**config.mk**
```make
export PLATFORM = sky130hd
export DESIGN_NAME = processor_datapath
export DESIGN_NICKNAME = d
export VERILOG_FILES = /design/src/rtl/processor_datapath.sv
export SDC_FILE = /design/constraint.sdc
export NUM_CORES = 1
export LEC_CHECK = 0
export ABC_AREA = 1
export CORE_MARGIN = 10
export CORE_UTILIZATION = 55
export CTS_CLUSTER_DIAMETER = 150
export DETAILED_ROUTE_END_ITERATION = 10
export PLACE_DENSITY_LB_ADDON = 0.2
export SLEW_MARGIN = 15
export SYNTH_ARGS = -nofsm -noshare
export SYNTH_HDL_FRONTEND = slang
export SYNTH_SLANG_ARGS = --single-unit
```
**constraint.sdc**
```tcl
create_clock -name Clock -period 4.7 [get_ports Clock]
set_input_delay 0.47 -clock Clock [delete_from_list [all_inputs] [get_ports Clock]]
set_output_delay 0.47 -clock Clock [all_outputs]
set_load 0.02 [all_outputs]
```
**src/rtl/processor_datapath.sv**
```systemverilog
// processor_datapath: register file, A/G, ALU, shared bus, IR, step counter and memory-side registers
module processor_datapath #(
    parameter int N = 16
) (
    input  logic         Clock,
    input  logic         Resetn,
    input  logic [N-1:0] DIN,
    input  logic         Run,
    input  logic         Clear,
    input  logic         IncrPc,
    input  logic         IRin,
    input  logic [7:0]   Rin,
    input  logic [7:0]   Rout,
    input  logic         Ain,
    input  logic         Gin,
    input  logic         Gout,
    input  logic [1:0]   Ulaop,
    input  logic         DINout,
    input  logic         ADDRin,
    input  logic         DOUTin,
    input  logic         W_D,
    output logic [8:0]   Instrucao,
    output logic [1:0]   Tstep,
    output logic [N-1:0] GRout,
    output logic [N-1:0] BusWires,
    output logic [N-1:0] ADDR,
    output logic [N-1:0] DOUT,
    output logic         W
);
    logic [N-1:0] r_reg [8];
    logic [N-1:0] r_a, r_g, r_addr, r_dout;
    logic [8:0]   r_ir;
    logic [1:0]   r_tstep;
    logic         r_w;
    logic [N-1:0] w_bus, w_alu;
    logic         w_src;
    // lowest-numbered Rout wins among registers; G and DIN override in that order
    always_comb begin
        w_bus = '0;
        for (int i = 7; i >= 0; i--)
            if (Rout[i]) w_bus = r_reg[i];
        if (Gout) w_bus = r_g;
        if (DINout) w_bus = DIN;
    end
    assign w_src = DINout | Gout | (|Rout);
    assign w_alu = (Ulaop == 2'b00) ? r_a + w_bus :
                   (Ulaop == 2'b01) ? r_a - w_bus :
                   (Ulaop == 2'b10) ? r_a & w_bus : r_a;
    always_ff @(posedge Clock) begin
        if (!Resetn) begin
            for (int i = 0; i < 8; i++) r_reg[i] <= '0;
            r_a     <= '0;
            r_g     <= '0;
            r_ir    <= '0;
            r_addr  <= '0;
            r_dout  <= '0;
            r_w     <= 1'b0;
            r_tstep <= 2'b00;
        end else begin
            for (int i = 0; i < 8; i++)
                if (Rin[i]) r_reg[i] <= w_bus;
            if (IncrPc && !Rin[7]) r_reg[7] <= r_reg[7] + N'(1);
            if (Ain) r_a <= w_bus;
            if (Gin) r_g <= w_alu;
            if (IRin) r_ir <= DIN[8:0];
            // with nothing on the bus, ADDR takes the PC for instruction fetch
            if (ADDRin) r_addr <= w_src ? w_bus : r_reg[7];
            if (DOUTin) r_dout <= w_bus;
            r_w     <= W_D;
            r_tstep <= Clear ? 2'b00 : (Run || r_tstep != 2'b00) ? r_tstep + 2'd1 : r_tstep;
        end
    end
    assign Instrucao = r_ir;
    assign Tstep     = r_tstep;
    assign GRout     = r_g;
    assign BusWires  = w_bus;
    assign ADDR      = r_addr;
    assign DOUT      = r_dout;
    assign W         = r_w;
endmodule

```
==> results of run 1 <==
[per-stage QoR]
stage	hold WS [ns]	instance area, um^2	setup slack, ns	total power (uW)
global placement	0.456	12700	0.316	3230
detailed placement	0.460	12700	0.258	3240
CTS	0.468	13400	0.786	5020
global route	0.480	13400	0.381	5210
floorplan	0.531	11200	0.811	2810
finish	0.469	13400	0.712	5020
[cell families (layout without fill, tap and decap cells)]
logic type	after synthesis	after routing	share of synthesized area
xor+xnor	19	19	0.0148
compound gates	316	316	0.156
flops	204	204	0.479
simple gates	613	613	0.227
buf+inv	241	369	0.0879
fa+ha+maj	31	31	0.0353
[tightest hold or removal path, stage by stage (launching register included)]
cell	delay, ns
dfxtp_1	0.31
nand2_1	0.06
a21oi_1	0.05
[power by group]
group | switching [uW] | total (uW) | internal, uW
logic | 715 | 1090 | 373
registers | 84.1 | 2140 | 2060
clock network | 762 | 1790 | 1030
[how the worst max path moves through the flow]
stage | end | cells past startpoint | start | slack (ns)
after CTS | GRout[12]$_SDFFE_PN0P_ | 26 | Rout[4] | 0.79
final | GRout[12]$_SDFFE_PN0P_ | 26 | Rout[4] | 0.71
after detailed placement | GRout[12]$_SDFFE_PN0P_ | 26 | Rout[4] | 0.26
after global placement | GRout[12]$_SDFFE_PN0P_ | 26 | Rout[4] | 0.32
after global routing | GRout[12]$_SDFFE_PN0P_ | 26 | Rout[4] | 0.38
after floorplan | GRout[12]$_SDFFE_PN0P_ | 28 | Rout[2] | 0.81
[synthesized netlist by cell type, drive strengths merged, types with 5 or more instances]
master / n
nand3: 58
a21oi: 130
nand4: 8
a31oi: 5
dfxtp: 76
o21ai: 123
edfxtp: 128
inv: 161
buf: 26
nor3: 12
ha: 30
o211ai: 31
clkinv: 7
o22ai: 8
nor2: 222
nand2: 303
xor2: 16
nor4: 7
clkbuf: 47
[per-layer routing]
layer	GRT usage	up-vias	wire length (um)
li1	-	4934	-
met1	0.347	4826	14900
met2	0.442	525	17000
met3	0.0677	81	3670
met4	0.0791	2	1140
met5	0	-	18
[cell usage in the layout (no fill, tap or decap), types with 5 or more instances in the layout]
master / synthesis / layout
nor2_1: 216 / 216
dfxtp_1: 76 / 76
o21ai_0: 111 / 109
edfxtp_1: 128 / 128
nand3_1: 53 / 53
nand2_1: 289 / 289
nand4_1: 8 / 8
a21oi_1: 126 / 126
inv_2: 11 / 11
xor2_1: 16 / 16
clkbuf_16: 0 / 23
nor4_1: 6 / 6
clkdlybuf4s50_1: 0 / 121
o21ai_1: 11 / 13
inv_1: 150 / 150
nor3_1: 10 / 10
a31oi_1: 5 / 5
nand3_2: 5 / 5
clkbuf_1: 47 / 7
buf_4: 7 / 37
nand2_2: 13 / 13
o211ai_1: 31 / 31
o22ai_1: 8 / 8
ha_1: 30 / 30
clkinv_1: 7 / 9
[cell type report]
cell class | instances | area, um^2
fill | 1737 | 6740
sequential | 204 | 5370
multi-input combinational | 979 | 4860
timing repair buffer | 159 | 1490
inverter | 168 | 631
clock buffer | 30 | 602
tap | 270 | 338
clock inverter | 12 | 138
==> metrics.yaml, run 1 <==
status: "finished, final reports clean"
post_cts_buffers: 0
ys_seq_area_frac: 0.479
final_core_util: 0.666
grt_pass1_vias: 10022
cp.arrival_ns: 4.44
slew_headroom: 0.273
r2r-end: "GRout[12]$_SDFFE_PN0P_"
cts_sinks: 204
netlist.area_leader.share: 0.343
finalCritPeriodShare: 0.849
critical_path.top_delay_family: "compound AO/OA/AOI/OAI gates"
path_max_fanout: 15
htreeDepth: 1
place_congestion: 0.992
synthTopCellsByArea: "edfxtp_1 34%, dfxtp_1 14%, nand2_1 9.7%"
wirelength_mm: 36.8
leakage_uw: 0.00584
synth_edf_count: 128
clkSlewWorstSetupHoldPaths_ns: 0.06
nets: 1613
rsz0062_at_grt: "false"
dp.cells: 1780
cellPowerDensity_nw_per_um2: 374
row_count: 52
antenna_cells: 0
hold_violations: 0
track_usage: 0.270
slowest_delay_ns: 0.63
ys_types: 45
final.setup.tns_ns: 0
synth_area_leader_cell: "edfxtp_1"
ys_ff_latch: 204
cts_hold_buf: 0
min_from: "ADDR[12]$_SDFFE_PN0P_"
async_flop_share: 0
syn_to_final_growth_pct: 19.8
syn_area_um2: 11200
postCtsResizedCells: 0
synthFlopType: "edfxtp_1"
min_delay_path_depth: 2
ir_drop_uv: 340
ctsLongestPathBuffers: 3
hold_path.class: "reg -> reg"
postSynthAreaPerCell_um2: 7.87
start_util: 0.556
die_h_um: 163
grt-ovfl-total: 0
final-setup-viol-count: 0
io_buffers: 122
cp-start-kind: "input pin"
slowest_stage: "clkdlybuf4s50_1"
slew_viol_final: 0
drive_gt1_frac: 0.0754
cts_tree: "done"
reg2reg_slack_ns: 1.03
firstDrtPassIters: 6
largest_register_ff_count: 128
worst_slew_pin_slew_ns: 1.09
remaining_drc_errors: 0
cts_buffers: 23
reg2regPathDepth: 25
grt_pass1_wl_mm: 56.3
vias_per_cell: 5.69
synth_fp_nets: 1502
insertion_delay_ns: 0.53
required_ns: 5.15
max_clock_freq_mhz: 251
wire_per_inst_um: 20.2
fp.dieW_um: 163
hpwl_mm: 26.2
core_um2: 20200
path_common_cell: "nand2_1"
max-cap-violations: 0
grt_max_degree: 67
drt_iter0_drc: 1042
path_buf_inv: 6
antenna_left: 0
endpoint_kind: "register"
dr_total_vias: 10368
stdcell_count: 1822
whs_endpoint: "ADDR[12]$_SDFFE_PN0P_"
fin_worst_skew_ns: 0.0129
root_buffer: "clkbuf_16"
reg2reg_from: "r_reg[0][112]$_SDFFCE_PN0P_"
postSynthCellCount: 1424
antenna_found_initial: 1
critPathKind: "in -> reg"
die_area_um2: 26500
pin_count: 123
finalCriticalPeriod_ns: 3.99
yosysWarnings: 0
(Power assumes the default switching activity.)
==> inputs of run 2 (changes only) <==
clock period = 3.7 ns   (was 4.7 ns; I/O delays follow)
==> metrics.yaml, run 2 (synthesized netlist as in run 1, its figures left out) <==
status: "finished, final reports clean"  # unchanged
grt-ovfl-total: 0  # unchanged
vias_per_cell: 5.59  # was 5.69
nets: 1682  # was 1,613
clkSlewWorstSetupHoldPaths_ns: 0.05  # was 0.06 ns
final_common_cell: "nand2_1"  # unchanged
leakage_uw: 0.00616  # was 0.00584 uW
grt_pass1_wl_mm: 56.0  # was 56.3 mm
syn_to_final_growth_pct: 24.2  # was 19.8%
ctsLongestPathBuffers: 3  # unchanged
path_max_fanout: 11  # was 15
hold_violations: 0  # unchanged
finalCritPeriodShare: 0.941
max-cap-violations: 0  # unchanged
antenna_found_initial: 0  # was 1
fin_worst_skew_ns: 0.0116  # was 0.0129 ns
hpwl_mm: 26.3  # was 26.2 mm
insertion_delay_ns: 0.52  # was 0.53 ns
fp.dieW_um: 163  # unchanged
intPower_uw: 4390  # was 3460 uW
core_um2: 20200  # unchanged
dr_total_vias: 10564  # was 10,368
required_ns: 4.07  # was 5.15 ns
die_h_um: 163  # unchanged
largest_register_ff_count: 128  # unchanged
seqPwrFrac: 0.429  # was 0.427
slew_viol_final: 0  # unchanged
final.setup.tns_ns: 0  # unchanged
cp-start-kind: "input pin"  # unchanged
row_count: 52  # unchanged
htreeDepth: 1  # unchanged
max_clock_freq_mhz: 287
start_util: 0.556  # unchanged
combPwrFrac: 0.237  # was 0.217
cts_buffers: 23  # unchanged
cellPowerDensity_nw_per_um2: 456  # was 374 nW/um^2
path_common_cell: "nand2_1"  # unchanged
antenna_left: 0  # unchanged
rsz0062_at_grt: "false"  # unchanged
slowest_stage: "clkdlybuf4s50_1"  # unchanged
slew_headroom: 0.297  # was 0.273
pin_count: 123  # unchanged
switching_share: 0.309  # was 0.311
finalCriticalPeriod_ns: 3.48
cts_tree: "done"  # unchanged
firstDrtPassIters: 5  # was 6
antenna_cells: 0  # unchanged
ir_drop_uv: 362  # was 340 uV
wirelength_mm: 36.4  # was 36.8 mm
final_area_um2: 13900  # was 13,400 um^2
cp.arrival_ns: 3.85  # was 4.44 ns
final_cell_mix: "289 x nand2_1, 216 x nor2_1, 148 x inv_1"  # was 289 x nand2_1, 216 x nor2_1, 150 x inv_1
final-setup-viol-count: 0  # unchanged
hold_slack_ns: 0.396  # was 0.469 ns
place_congestion: 0.994  # was 0.992
io_buffers: 122  # unchanged
hold_path.class: "in -> reg"  # was reg -> reg
cts_sinks: 204  # unchanged
drt_iter0_drc: 1185  # was 1,042
grt_max_degree: 67  # unchanged
die_area_um2: 26500  # unchanged
slowest_delay_ns: 0.50  # was 0.63 ns
placed_area_um2: 13200  # was 12,700 um^2
endpoint_kind: "register"  # unchanged
root_buffer: "clkbuf_16"  # unchanged
power.switching_uw: 1970  # was 1560 uW
clockPowerShare: 0.335  # was 0.357
critPathKind: "in -> reg"  # unchanged
remaining_drc_errors: 0  # unchanged
grt_pass1_vias: 10022  # unchanged
wire_per_inst_um: 19.3  # was 20.2 um
drive_gt1_frac: 0.118  # was 0.0754
track_usage: 0.267  # was 0.270
worst_slew_pin_slew_ns: 1.05  # was 1.09 ns
==> run 2: worst paths after layout <==
path                                             startpoint                      to  slack [ns]  depth (start not counted)
worst max-delay path                                Rout[0]  GRout[13]$_SDFFE_PN0P_        0.22                         25
worst max register to register  r_reg[0][112]$_SDFFCE_PN0P_  GRout[12]$_SDFFE_PN0P_        0.25                         24
worst min register to register        ADDR[11]$_SDFFE_PN0P_   ADDR[11]$_SDFFE_PN0P_        0.47                          2
worst min-delay path                                    W_D            W$_SDFF_PN0_        0.40                          3
==> run 2: per-layer routing <==
layer,wire [um],GRT usage,vias to the layer above
met5,0,0,-
met4,1060,0.0770,0
met3,3620,0.0536,72
met2,17000,0.434,520
met1,14700,0.353,4895
li1,-,-,5077
==> run 2: timing repair <==
item / CTS / global route
setup endpoints to repair: 0 / 2
setup buffers: 0 / 1
resized for setup: 0 / 8
hold buffers: 0 / 0
==> run 2: final cells by class <==
type,instances,area [um^2]
well taps,270,338
repair buffers,228,2010
multi-input cells,979,4880
clock inverters,10,61.3
clock buffers,32,629
fillers,1659,6250
flip-flops and latches,204,5370
inverters,168,631
==> run 2: through the flow <==
stage / util / setup slack, ns / total power [uW] / cells
floorplan: - / 0.0575 / 3570 / 1424
global placement: 0.654 / -0.259 / 4210 / 1848
detailed placement: 0.654 / -0.360 / 4230 / 1848
CTS: 0.689 / 0.112 / 6330 / 1890
global route: 0.690 / 0.00779 / 6610 / 1891
finish: 0.690 / 0.218 / 6350 / 1891
==> run 2: power groups by stage <==
stage	combinational, uW	sequential [uW]	clock, uW
2_1_floorplan	774	2790	0
3_3_place_gp	1450	2760	0
3_5_place_dp	1470	2760	0
4_1_cts	1480	2720	2140
5_1_grt	1640	2740	2230
6_report	1500	2720	2130
==> run 2: worst max-delay path, delay by kind of cell <==
kind,cells,cell delay (ns)
compound gates,6,1.04
simple gates,14,1.31
buf+inv,4,0.85
fa+ha+maj,1,0.30
==> inputs of run 3 (changes only) <==
CORE_UTILIZATION = 57   (was 55)
GPL_TIMING_DRIVEN = 0   (was unset)
RECOVER_POWER = 50   (was unset)
==> metrics.yaml, run 3 (synthesized netlist as in run 1, its figures left out) <==
row_count: 51  # was 52
final_area_um2: 13800  # was 13,900 um^2
final_core_util: 0.710  # was 0.690
setup_ws_ns: 0.128  # was 0.218 ns
remaining_drc_errors: 0  # unchanged
nets: 1653  # was 1,682
insertion_delay_ns: 0.52  # about the same
dr_total_vias: 10748  # was 10,564
wirelength_mm: 39.4  # was 36.4 mm
combPwrFrac: 0.223  # was 0.237
seqPwrFrac: 0.419  # was 0.429
total_power_uw: 6510  # was 6350 uW
place_congestion: 1.04  # was 0.994
fp.dieW_um: 160  # was 163 um
cts_hold_buf: 0  # unchanged
track_usage: 0.294  # was 0.267
finalCritPeriodShare: 0.965  # was 0.941
hold_path.class: "in -> reg"  # unchanged
grt_pass1_vias: 10088  # was 10,022
power.switching_uw: 2020  # was 1970 uW
hpwl_mm: 29.0  # was 26.3 mm
slew_viol_final: 0  # unchanged
finalCriticalPeriod_ns: 3.57  # was 3.48 ns
antenna_left: 0  # unchanged
cp.arrival_ns: 3.93  # was 3.85 ns
ir_drop_uv: 361  # was 362 uV
endpoint_kind: "register"  # unchanged
leakage_uw: 0.00610  # was 0.00616 uW
syn_to_final_growth_pct: 22.9  # was 24.2%
wire_per_inst_um: 21.3  # was 19.3 um
intPower_uw: 4490  # was 4390 uW
die_h_um: 160  # was 163 um
htreeDepth: 1  # unchanged
final_cell_mix: "285 x nand2_1, 215 x nor2_1, 149 x inv_1"  # was 289 x nand2_1, 216 x nor2_1, 148 x inv_1
status: "finished, final reports clean"  # unchanged
fin_worst_skew_ns: 0.0176  # was 0.0116 ns
reg2reg_slack_ns: 0.13  # was 0.25 ns
vias_per_cell: 5.79  # was 5.59
clockPowerShare: 0.358  # was 0.335
dp_worst_setup_slack_ns: -1.40  # was -0.360 ns
clkSlewWorstSetupHoldPaths_ns: 0.07  # was 0.05 ns
switching_share: 0.310  # was 0.309
critPathKind: "reg -> reg"  # was in -> reg
worst_slew_pin_slew_ns: 1.24  # was 1.05 ns
antenna_found_initial: 0  # unchanged
grt-ovfl-total: 0  # unchanged
cp-start-kind: "register"  # was input pin
core_um2: 19400  # was 20,200 um^2
placed_area_um2: 12700  # was 13,200 um^2
path_max_fanout: 10  # was 11
drive_gt1_frac: 0.0974  # was 0.118
firstDrtPassIters: 5  # unchanged
start_util: 0.578  # was 0.556
io_buffers: 116  # was 122
pin_count: 123  # unchanged
final.fill_count: 1623  # was 1,659
cts_buffers: 22  # was 23
grt_pass1_wl_mm: 59.1  # was 56.0 mm
root_buffer: "clkbuf_16"  # unchanged
grt_max_degree: 17  # was 67
die_area_um2: 25700  # was 26,500 um^2
required_ns: 4.06  # was 4.07 ns
max_clock_freq_mhz: 280  # was 287 MHz
drt_iter0_drc: 1206  # was 1,185
ctsLongestPathBuffers: 3  # unchanged
cts_sinks: 204  # unchanged
slew_headroom: 0.165  # was 0.297
antenna_cells: 0  # unchanged
final-setup-viol-count: 0  # unchanged
cellPowerDensity_nw_per_um2: 472  # was 456 nW/um^2
hold_violations: 0  # unchanged
final_common_cell: "nand2_1"  # unchanged
max-cap-violations: 0  # unchanged
cts_tree: "done"  # unchanged
largest_register_ff_count: 128  # unchanged
## run 3: cell types whose count changed in the layout (fill, tap and decap cells not counted), sizes merged
cell	change
buf	-65
dlymetal6s2s	-1
dlygate4sd3	+61
clkinv	-3
bufinv	+3
clkdlybuf4s50	-70
inv	-2
dlygate4sd2	+5
clkinvlp	+2
clkbuf	+40
## run 3: cell type report
class / instances / area, um^2 / area share
Sequential cell: 204 / 5370 / 0.389
Multi-Input combinational cell: 979 / 4990 / 0.363
Timing Repair Buffer: 132 / 1270 / 0.0923
Clock buffer: 30 / 654 / 0.0475
Inverter: 168 / 649 / 0.0471
Buffer: 68 / 398 / 0.0289
Tap cell: 265 / 332 / 0.0241
Clock inverter: 10 / 111 / 0.00808
## run 3: repair_timing
| action | CTS | global route |
|---|---|---|
| pin swaps | 6 | 9 |
| gates resized for setup | 45 | 34 |
| cloned | 0 | 0 |
| buffers inserted | 10 | 6 |
| endpoints found under the setup margin | 19 | 7 |
## run 3: path summary, 6_finish.rpt
path                               startpoint  depth (start not counted)                      to
setup reg to reg  r_reg[0][114]$_SDFFCE_PN0P_                         23  GRout[13]$_SDFFE_PN0P_
setup / recovery  r_reg[0][114]$_SDFFCE_PN0P_                         23  GRout[13]$_SDFFE_PN0P_
hold / removal                            Ain                          3     r_a[2]$_SDFFE_PN0P_
hold reg to reg          ADDR[5]$_SDFFE_PN0P_                          2    ADDR[5]$_SDFFE_PN0P_
## run 3: metal layers
metal	GRT usage	up-vias	part of all wire
met1	0.384	5043	0.40
met3	0.0576	83	0.10
li1	-	5036	-
met5	0	-	0
met4	0.142	0	0.044
met2	0.460	586	0.46
## run 3: power by group through the flow
stage	clock network, uW	registers, uW	logic (uW)
6_report	2330	2730	1450
5_1_grt	2430	2740	1570
4_1_cts	2340	2720	1400
3_5_place_dp	0	2770	1350
3_3_place_gp	0	2760	1330
2_1_floorplan	0	2790	774
## run 3: metrics by stage
stage | hold WS, ns | setup TNS (ns) | std cells
after CTS | 0.302 | 0 | 1853
final | 0.320 | 0 | 1856
after floorplan | 0.468 | 0 | 1424
after global routing | 0.352 | -0.0382 | 1856
after detailed placement | 0.457 | -15.34 | 1805
after global placement | 0.456 | -14.69 | 1805
## run 3: worst max-delay path, stage by stage, from the launching register on
cell	delay [ns]
edfxtp_1	0.44
nand3_1	0.12
nand3_1	0.15
nand2_1	0.12
nand2_1	0.11
nand2_2	0.16
nand2_1	0.09
nand2_2	0.17
buf_8	0.20
inv_1	0.06
ha_2	0.41
nand3_1	0.10
nand3_1	0.14
a31oi_2	0.14
o21ai_2	0.23
a21boi_2	0.10
o21ai_2	0.17
nand2_1	0.10
nand3_1	0.08
nand3_1	0.07
nand2_1	0.09
inv_1	0.04
nand2_1	0.05
a21oi_1	0.06
